**src/rtl/br_write_sched.sv**
```systemverilog
// Write-port scheduler for the br register bank: round-robin between ALU (A) and load (B)
// writebacks, plus a clear sequence that zeroes all registers. Option macro: BR_ZERO_REG_EN.
module br_write_sched #(
    parameter int ADDR_W = 5,
    parameter int DATA_W = 32
) (
    input  logic              clk,
    input  logic              reset,
    input  logic              a_valid,
    input  logic [ADDR_W-1:0] a_addr,
    input  logic [DATA_W-1:0] a_data,
    output logic              a_ready,
    input  logic              b_valid,
    input  logic [ADDR_W-1:0] b_addr,
    input  logic [DATA_W-1:0] b_data,
    output logic              b_ready,
    input  logic              init_start,
    output logic              busy,
    output logic [ADDR_W-1:0] WriteReg,
    output logic [DATA_W-1:0] WriteData,
    output logic              RegWrite
);

    typedef enum logic {INIT, ARB} state_t;

    localparam logic              RR_A      = 1'b0;
    localparam logic              RR_B      = 1'b1;
    localparam logic [ADDR_W-1:0] LAST_ADDR = '1;

    state_t            state_q;
    logic [ADDR_W-1:0] cnt_q;
    logic              rr_ptr_q;
    logic              busy_q;
    logic              regwrite_q;
    logic [ADDR_W-1:0] writereg_q;
    logic [DATA_W-1:0] writedata_q;

    logic              rr_ptr_d;
    logic              wr_en_d;
    logic [ADDR_W-1:0] sel_addr_d;
    logic [DATA_W-1:0] sel_data_d;
    logic              xfer_a;
    logic              xfer_b;
    logic              zero_blocked;

    always_comb begin
        a_ready = (state_q == ARB) && !init_start && a_valid && (!b_valid || rr_ptr_q == RR_A);
        b_ready = (state_q == ARB) && !init_start && b_valid && (!a_valid || rr_ptr_q == RR_B);
        xfer_a  = a_valid && a_ready;
        xfer_b  = b_valid && b_ready;

        sel_addr_d = xfer_b ? b_addr : a_addr;
        sel_data_d = xfer_b ? b_data : a_data;

        // Only a contested grant moves the pointer; a lone requester leaves it alone.
        rr_ptr_d = rr_ptr_q;
        if ((xfer_a || xfer_b) && a_valid && b_valid)
            rr_ptr_d = xfer_a ? RR_B : RR_A;

        wr_en_d = (xfer_a || xfer_b) && !zero_blocked;
    end

`ifdef BR_ZERO_REG_EN
    // Writes to register 0 are accepted but dropped so it always reads as zero.
    assign zero_blocked = (sel_addr_d == '0);
`else
    assign zero_blocked = 1'b0;
`endif

    always_ff @(posedge clk or posedge reset) begin
        if (reset) begin
            state_q     <= INIT;
            cnt_q       <= '0;
            rr_ptr_q    <= RR_A;
            busy_q      <= 1'b1;
            regwrite_q  <= 1'b0;
            writereg_q  <= '0;
            writedata_q <= '0;
        end else begin
            case (state_q)
                INIT: begin
                    regwrite_q  <= 1'b1;
                    writereg_q  <= cnt_q;
                    writedata_q <= '0;
                    cnt_q       <= cnt_q + 1'b1;
                    if (cnt_q == LAST_ADDR) begin
                        state_q <= ARB;
                        busy_q  <= 1'b0;
                    end
                end
                ARB: begin
                    if (init_start) begin
                        state_q    <= INIT;
                        cnt_q      <= '0;
                        busy_q     <= 1'b1;
                        regwrite_q <= 1'b0;
                    end else begin
                        rr_ptr_q   <= rr_ptr_d;
                        regwrite_q <= wr_en_d;
                        if (wr_en_d) begin
                            writereg_q  <= sel_addr_d;
                            writedata_q <= sel_data_d;
                        end
                    end
                end
                default: state_q <= INIT;
            endcase
        end
    end

    assign busy      = busy_q;
    assign RegWrite  = regwrite_q;
    assign WriteReg  = writereg_q;
    assign WriteData = writedata_q;

endmodule

```
**config.mk**
```make
export PLATFORM = sky130hd
export DESIGN_NAME = br_write_sched
export DESIGN_NICKNAME = d
export VERILOG_FILES = /design/src/rtl/br_write_sched.sv
export SDC_FILE = /design/constraint.sdc
export NUM_CORES = 1
export LEC_CHECK = 0
export CELL_PAD_IN_SITES_DETAIL_PLACEMENT = 0
export CELL_PAD_IN_SITES_GLOBAL_PLACEMENT = 2
export CORE_ASPECT_RATIO = 0.7
export CORE_MARGIN = 3
export CORE_UTILIZATION = 20
export CTS_CLUSTER_DIAMETER = 80
export DETAILED_ROUTE_END_ITERATION = 10
export GPL_TIMING_DRIVEN = 0
export PLACE_DENSITY_LB_ADDON = 0.1
export SYNTH_ARGS = -nofsm -noshare
export SYNTH_HDL_FRONTEND = slang
export SYNTH_SLANG_ARGS = --single-unit
```
**constraint.sdc**
```tcl
create_clock -name clk -period 1.5 [get_ports clk]
set_input_delay 0.3 -clock clk [delete_from_list [all_inputs] [get_ports clk]]
set_output_delay 0.3 -clock clk [all_outputs]
set_load 0.02 [all_outputs]
```
==> impl_metrics.csv, run 1 <==
group,metric,value,unit
outcome,status,"complete, but fails checks",
outcome,violations,"setup timing",
logic_synthesis,synth_common_cells,"dfrtp_1 (45), mux2i_1 (37), nand3_1 (34)",
timing,worst_slack,-0.0221,ns
finish,multi_input_area,1050,um^2
timing,fin_skew,0.00337,ns
timing,rsz0062_at_grt,"yes",
timing,setup_viol,2,
setup_path,r2r_start,"state_q$_DFF_PP0_",
floorplan,fp.coreArea,11100,um^2
logic_synthesis,synth.distinct_cells,32,
route,postRouteAntennaNets,0,
clocking,clk_pin_slew,0.06,ns
clocking,cts-buffers-inserted,5,
logic_synthesis,synth_edf_count,0,
finish,synthToLayoutAreaGrowth,77.0,%
global_routing,grt_pass1_wl,11.6,mm
timing,worst_slew_pin_slew,0.542,ns
clocking,htree_levels,2,
power,power_density,1130,nW/um^2
placed_design,dp_worst_setup_slack,-0.881,ns
logic_synthesis,synth.top_cell.area_share,49.1,%
worst_hold_path,hold_path_class,"primary input to async pin",
route,wire_per_inst,15.3,um
floorplan,die_x,134,um
finish,diodes,0,
finish,nFillCells,1116,
timing,slew-limit-headroom,63.9,%
route,drc,0,
run,maxCapViolations,0,
route,dr_total_vias,2120,
setup_path,cp_slowest_stage_delay,0.37,ns
clocking,worstSkewPairLatency,0.28,ns
floorplan,die_h,95.6,um
clocking,cts_sinks,46,
clocking,tritoncts,"done",
clocking,clockBufferDepth,2,
setup_path,critPathTopFamily,"flip-flops",
power,ir_worst_vdd,0.446,mV
logic_synthesis,seq_area_frac_synth,50.3,%
route,viasPerCell,4.17,
logic_synthesis,synth_area,2290,um^2
setup_path,worstPathMaxFanout,3,
power,leakagePower,1.99,nW
placed_design,place.detailed.hpwl,5.58,mm
finish,seqCellArea,1150,um^2
finish,nNetsFinal,436,
logic_synthesis,synth_cells,215,
logic_synthesis,synth_area_leader_cell,"dfrtp_1",
placed_design,gp_congestion,0.714,
setup_path,crit_start,"rr_ptr_q$_DFFE_PP0P_",
global_routing,grt_pass1_vias,2066,
timing,fmax,657,MHz
route,first_pass_iters,4,
floorplan,dieArea,12800,um^2
setup_path,endpoint_kind,"primary output",
setup_path,start_kind,"flip-flop",
route,wl,7.78,mm
floorplan,initial_utilization,20.7,%
timing,final-max-slew-violation-count,0,
timing,hold_violations,0,
setup_path,worstSetupPathType,"flip-flop to primary output",
power,total_power,0.00457,W
logic_synthesis,synthArstFlopShare,100,%
setup_path,worst-path-buf-inv,2,
logic_synthesis,synthTopCellsByArea,"dfrtp_1 (49%), mux2i_1 (16%), nand3_1 (7.4%)",
global_routing,grt.overflow.total,0,
logic_synthesis,yosysWarnings,0,
setup_path,cp_slowest_cell,"dfrtp_1",
clocking,ctsRootBufferMaster,"clkbuf_16",
global_routing,antenna_found_initial,1,
route,drtIter0Drc,68,
timing,finalCriticalPeriod,1.52,ns
timing,timing.final.crit_share,101,%
logic_synthesis,synth.avg_cell_area,10.7,um^2
logic_synthesis,synth_ff_type,"dfrtp_1",
floorplan,io_pins,120,
finish,drive_gt1_share,13.8,%
logic_synthesis,synthesis.nets,296,
placed_design,io_buffers,119,
floorplan,row_count,32,
logic_synthesis,synth_seq_cells,46,
setup_path,worstPathCellList,"nand2b_4 -> nand2_4 -> buf_12 -> nor2_4 -> buf_6",
global_routing,track_usage,11.7,%
setup_path,crit_arrival,1.22,ns
logic_synthesis,yosysMostFrequentCell,"dfrtp_1",
setup_path,worstPathRequired,1.20,ns
global_routing,grt_start_max_net_pins,38,
## path summary, 6_finish.rpt
path                                             end  slack [ns]  cells past startpoint
setup / recovery                             b_ready       -0.02                      5
hold / removal             WriteData[15]$_DFFE_PP0P_        0.26                      2
setup reg to reg            WriteData[6]$_DFFE_PP0P_        0.01                      8
hold reg to reg            WriteData[21]$_DFFE_PP0P_        0.50                      2
max in group asynchronous           busy$_DFFE_PP1P_        0.70                      3
min in group clk           WriteData[21]$_DFFE_PP0P_        0.50                      2
## cell type report
cell class | instances | share of cell area (%)
Buffer | 17 | 4.13
Clock buffer | 8 | 4.10
Inverter | 2 | 0.185
Multi-Input combinational cell | 150 | 25.8
Sequential cell | 46 | 28.4
Tap cell | 153 | 4.72
Timing Repair Buffer | 133 | 32.7
## layout by cell type, fill, tap and decap left out, drive strengths merged, types with 3 or more instances in the layout
cell	n
a21oi	3
a221oi	4
buf	25
clkbuf	16
clkdlybuf4s50	75
dfrtp	45
dlygate4sd2	42
mux2i	37
nand2	8
nand3	34
nor2	12
o21ai	35
## sequential cells by signal, indices dropped and copies added (netlist names)
register / cells
RegWrite: 1
WriteData: 32
WriteReg: 5
busy: 1
cnt_q: 5
rr_ptr_q: 1
state_q: 1
## cell families (layout without fill, tap and decap cells)
logic type	count (synthesis)	count (layout)	synth area share [%]
AND/OR/NAND/NOR	60	60	13.9
AO/OA/AOI/OAI	48	48	12.0
flip-flops	46	46	50.3
multiplexers	37	37	16.2
buffers and inverters	19	160	5.40
XOR/XNOR	3	3	1.15
adder cells (fa/ha/maj)	2	2	1.09
## metrics by stage
| stage | hold WS [ns] | area [um^2] | setup TNS, ns | utilization (%) | cells |
|---|---|---|---|---|---|
| after detailed placement | 0.499 | 3690 | -13.63 | 33.3 | 488 |
| after global placement | 0.480 | 3670 | -62.58 | 33.1 | 487 |
| after CTS | 0.269 | 3920 | -0.261 | 35.4 | 500 |
| after global routing | 0.292 | 4060 | -1.77 | 36.6 | 509 |
| final | 0.263 | 4060 | -0.0281 | 36.6 | 509 |
| after floorplan | 0.458 | 2290 | 0 | - | 215 |
## power breakdown
group          internal [W]  switching [W]  total (W)  leakage, nW
clock              0.000755       0.000466    0.00122       0.0832
sequential          0.00147       0.000160    0.00163        0.611
combinational      0.000870       0.000847    0.00172         1.30
## routing by layer
layer / GRT usage (%) / share of wire [%] / vias up
li1: - / - / 1052
met1: 16.7 / 48 / 977
met2: 15.7 / 40 / 85
met3: 6.17 / 11 / 4
met4: 1.80 / 0.28 / 2
met5: 0 / 0.17 / -
## worst register-to-register path: cells and delay by family (launching register included)
kind | cells | cell delay (ns)
AND/OR/NAND/NOR | 2 | 0.24
flip-flops | 1 | 0.37
AO/OA/AOI/OAI | 2 | 0.20
buffers and inverters | 4 | 0.60
## repair_timing
action	4_1_cts	5_1_grt
hold buffers	0	0
gates cloned	1	3
buffers inserted	3	6
setup endpoints to repair	70	34
gates resized for setup	70	11
No activity file was read; power rests on OpenSTA's default activity.
==> run 2: changes to the inputs <==
--- a/config.mk
+++ b/config.mk
@@ -5,11 +5,12 @@
 export SDC_FILE = /design/constraint.sdc
 export NUM_CORES = 1
 export LEC_CHECK = 0
+export ABC_AREA = 1
 export CELL_PAD_IN_SITES_DETAIL_PLACEMENT = 0
 export CELL_PAD_IN_SITES_GLOBAL_PLACEMENT = 2
 export CORE_ASPECT_RATIO = 0.7
 export CORE_MARGIN = 3
-export CORE_UTILIZATION = 20
+export CORE_UTILIZATION = 19
 export CTS_CLUSTER_DIAMETER = 80
 export DETAILED_ROUTE_END_ITERATION = 10
 export GPL_TIMING_DRIVEN = 0
==> run 2 against run 1 <==
- the flow still finishes with violations (setup timing)
- maximum frequency shrank 8.8%
- global-route usage grew 0.33 points
- non-clock buffer count is the same
- sequential power shrank 2%
- power grew 0.17%
- first-iteration DRC count grew 57%
- routed wire length grew 11%
- clock skew grew 0.0066 ns
- synthesized area grew 5.0%
- die area grew 10%
- core utilization shrank 1.2 points
- final cell count grew 18%
- largest cell class unchanged
- largest power group is now sequential cells
==> impl_metrics.csv, run 2 <==
group,metric,value,unit
outcome,status,"complete, but fails checks",
outcome,violations,"setup timing",
logic_synthesis,synth.distinct_cells,25,
timing,worst_slew_pin_slew,0.534,ns
route,wl,8.62,mm
clocking,clk_pin_slew,0.07,ns
global_routing,antenna_found_initial,0,
clocking,tritoncts,"done",
placed_design,place.detailed.hpwl,6.17,mm
logic_synthesis,synth_seq_cells,46,
finish,instances_no_fill,603,
global_routing,grt_pass1_wl,13.2,mm
global_routing,grt_start_max_net_pins,26,
placed_design,dp_cells,581,
power,leakagePower,2.18,nW
floorplan,fp.coreArea,12000,um^2
setup_path,crit_start,"state_q$_DFF_PP0_",
timing,fmax,599,MHz
global_routing,track_usage,12.0,%
setup_path,r2r_cells,12,
logic_synthesis,yosysMostFrequentCell,"nand2_1",
logic_synthesis,synth_compound_gate_area_share,12.0,%
power,power_density,1080,nW/um^2
timing,hold_ws,0.376,ns
setup_path,start_kind,"flip-flop",
route,drtIter0Drc,107,
placed_design,io_buffers,118,
clocking,cts_sinks,46,
logic_synthesis,synthTopCellsByArea,"dfrtp_1 (47%), nand2_1 (13%), nor2_1 (9.4%)",
route,first_pass_iters,4,
clocking,cts-buffers-inserted,5,
setup_path,worstPathRequired,1.20,ns
timing,timing.final.crit_share,111,%
logic_synthesis,synthesis.nets,386,
global_routing,grt.overflow.total,0,
setup_path,r2r_slack,-0.07,ns
timing,hold_violations,0,
route,viasPerCell,4.02,
logic_synthesis,synth_mux_area_share,0,%
timing,finalCriticalPeriod,1.67,ns
finish,diodes,0,
finish,final_common_cell,"nand2_1",
floorplan,initial_utilization,20.0,%
timing,worst_slack,-0.169,ns
logic_synthesis,synth_xor_xnor_area_share,0.728,%
placed_design,gp_congestion,0.702,
clocking,clockBufferDepth,2,
logic_synthesis,synth_area,2410,um^2
timing,slew-limit-headroom,64.3,%
logic_synthesis,yosysWarnings,0,
finish,synthToLayoutAreaGrowth,76.7,%
logic_synthesis,synth_area_leader_cell,"dfrtp_1",
timing,setup_viol,26,
timing,rsz0062_at_grt,"yes",
logic_synthesis,synth.top_cell.area_share,46.8,%
finish,largest_reg_flops,32,
finish,drive_gt1_share,19.5,%
clocking,htree_levels,2,
logic_synthesis,synthArstFlopShare,100,%
route,drc,0,
setup_path,r2r_start,"state_q$_DFF_PP0_",
logic_synthesis,synth_common_cells,"nand2_1 (84), nor2_1 (60), dfrtp_1 (45)",
clocking,ctsRootBufferMaster,"clkbuf_16",
floorplan,row_count,33,
floorplan,io_pins,120,
logic_synthesis,synthAdderAreaFrac,1.04,%
logic_synthesis,synth_top_family_by_area,"simple AND/OR/NAND/NOR gates",
setup_path,crit_arrival,1.37,ns
global_routing,grt_pass1_vias,2419,
floorplan,die_h,100,um
route,postRouteAntennaNets,0,
logic_synthesis,synth_simple_gate_area_share,30.0,%
floorplan,die_x,141,um
finish,layout_common_cells,"nand2_1 (80), clkdlybuf4s50_1 (75), nor2_1 (55)",
power,ir_worst_vdd,0.434,mV
run,maxCapViolations,0,
logic_synthesis,synth_cells,305,
timing,fin_skew,0.00996,ns
setup_path,endpoint_kind,"primary output",
route,dr_total_vias,2422,
clocking,worstSkewPairLatency,0.29,ns
setup_path,worstPathMaxFanout,5,
finish,nNetsFinal,526,
floorplan,dieArea,14100,um^2
finish,nFillCells,1279,
setup_path,r2r-end,"WriteData[21]$_DFFE_PP0P_",
worst_hold_path,hold_path_class,"primary input to async pin",
route,wire_per_inst,14.3,um
clocking,hold_buffers,0,
logic_synthesis,synth_ff_type,"dfrtp_1",
logic_synthesis,synth_edf_count,0,
timing,final-max-slew-violation-count,0,
logic_synthesis,seq_area_frac_synth,47.9,%
logic_synthesis,synth.avg_cell_area,7.89,um^2
setup_path,worstSetupPathType,"flip-flop to primary output",
## run 2: cell count changes after synthesis, sizes merged, moves of 6 or more
cell	change
nand2	+77
a21oi	+6
inv	+16
mux2i	-37
nor2	+61
nand3	-25
## run 2: worst max path at each step
stage,end,slack (ns),cells past startpoint
2_1_floorplan,b_ready,0.04,7
3_3_place_gp,b_ready,-1.15,7
3_5_place_dp,b_ready,-1.15,7
4_1_cts,b_ready,-0.22,8
5_1_grt,b_ready,-0.24,8
6_report,b_ready,-0.17,8
## run 2: through the flow
stage | total power [W] | util (%) | area [um^2] | setup slack, ns | setup TNS (ns)
6_report | 0.00458 | 35.4 | 4250 | -0.169 | -1.27
4_1_cts | 0.00451 | 33.8 | 4060 | -0.220 | -0.446
5_1_grt | 0.00488 | 35.4 | 4250 | -0.235 | -4.03
3_3_place_gp | 0.00300 | 31.5 | 3780 | -1.15 | -75.51
3_5_place_dp | 0.00300 | 31.7 | 3800 | -1.15 | -25.46
2_1_floorplan | 0.00234 | - | 2410 | 0.0382 | 0
## run 2: layout make-up
cell class / count / area (um^2) / share of cell area, %
repair buffers: 133 / 1310 / 30.7
inverters: 18 / 87.6 / 2.06
clock inverters: 2 / 60.1 / 1.41
clock buffers: 6 / 139 / 3.27
multi-input cells: 224 / 1110 / 26.2
flip-flops and latches: 46 / 1150 / 27.1
well taps: 157 / 196 / 4.62
plain buffers: 17 / 198 / 4.65
## run 2: cells by family after synthesis
family,after synthesis
DFF,46
buffers and inverters,35
xor gates and xnor gates,2
AOI/OAI and AO/OA,48
and+or+nand+nor,172
adders and majority gates,2
## run 2: critical path, stage by stage (launching register included)
cell,delay (ns)
dfrtp_1,0.34
buf_6,0.11
inv_6,0.03
nor2_4,0.09
buf_6,0.12
nand3_4,0.08
inv_4,0.10
buf_12,0.11
buf_8,0.10
## run 2: report_power, final
group          leakage, nW  total [W]  switching (W)  internal, W
logic                 1.47    0.00148       0.000778     0.000703
registers            0.610    0.00159       0.000129      0.00146
clock network       0.0971    0.00151       0.000509      0.00100
total                 2.18    0.00458        0.00142      0.00316
## run 2: routing by layer
metal / share of wire [%] / up-vias / GRT usage, % / wire, um
li1: - / 1243 / - / -
met1: 53 / 1099 / 18.3 / 4570
met2: 39 / 76 / 16.6 / 3390
met3: 6.9 / 4 / 3.76 / 594
met4: 0.64 / 0 / 2.23 / 55
met5: 0 / - / 0 / 0
## run 2: repair_timing
| action | CTS | global route |
|---|---|---|
| buffers inserted | 7 | 6 |
| resized for setup | 71 | 31 |
| pin swaps | 1 | 11 |
| setup endpoints to repair | 78 | 37 |
| gates cloned | 0 | 2 |
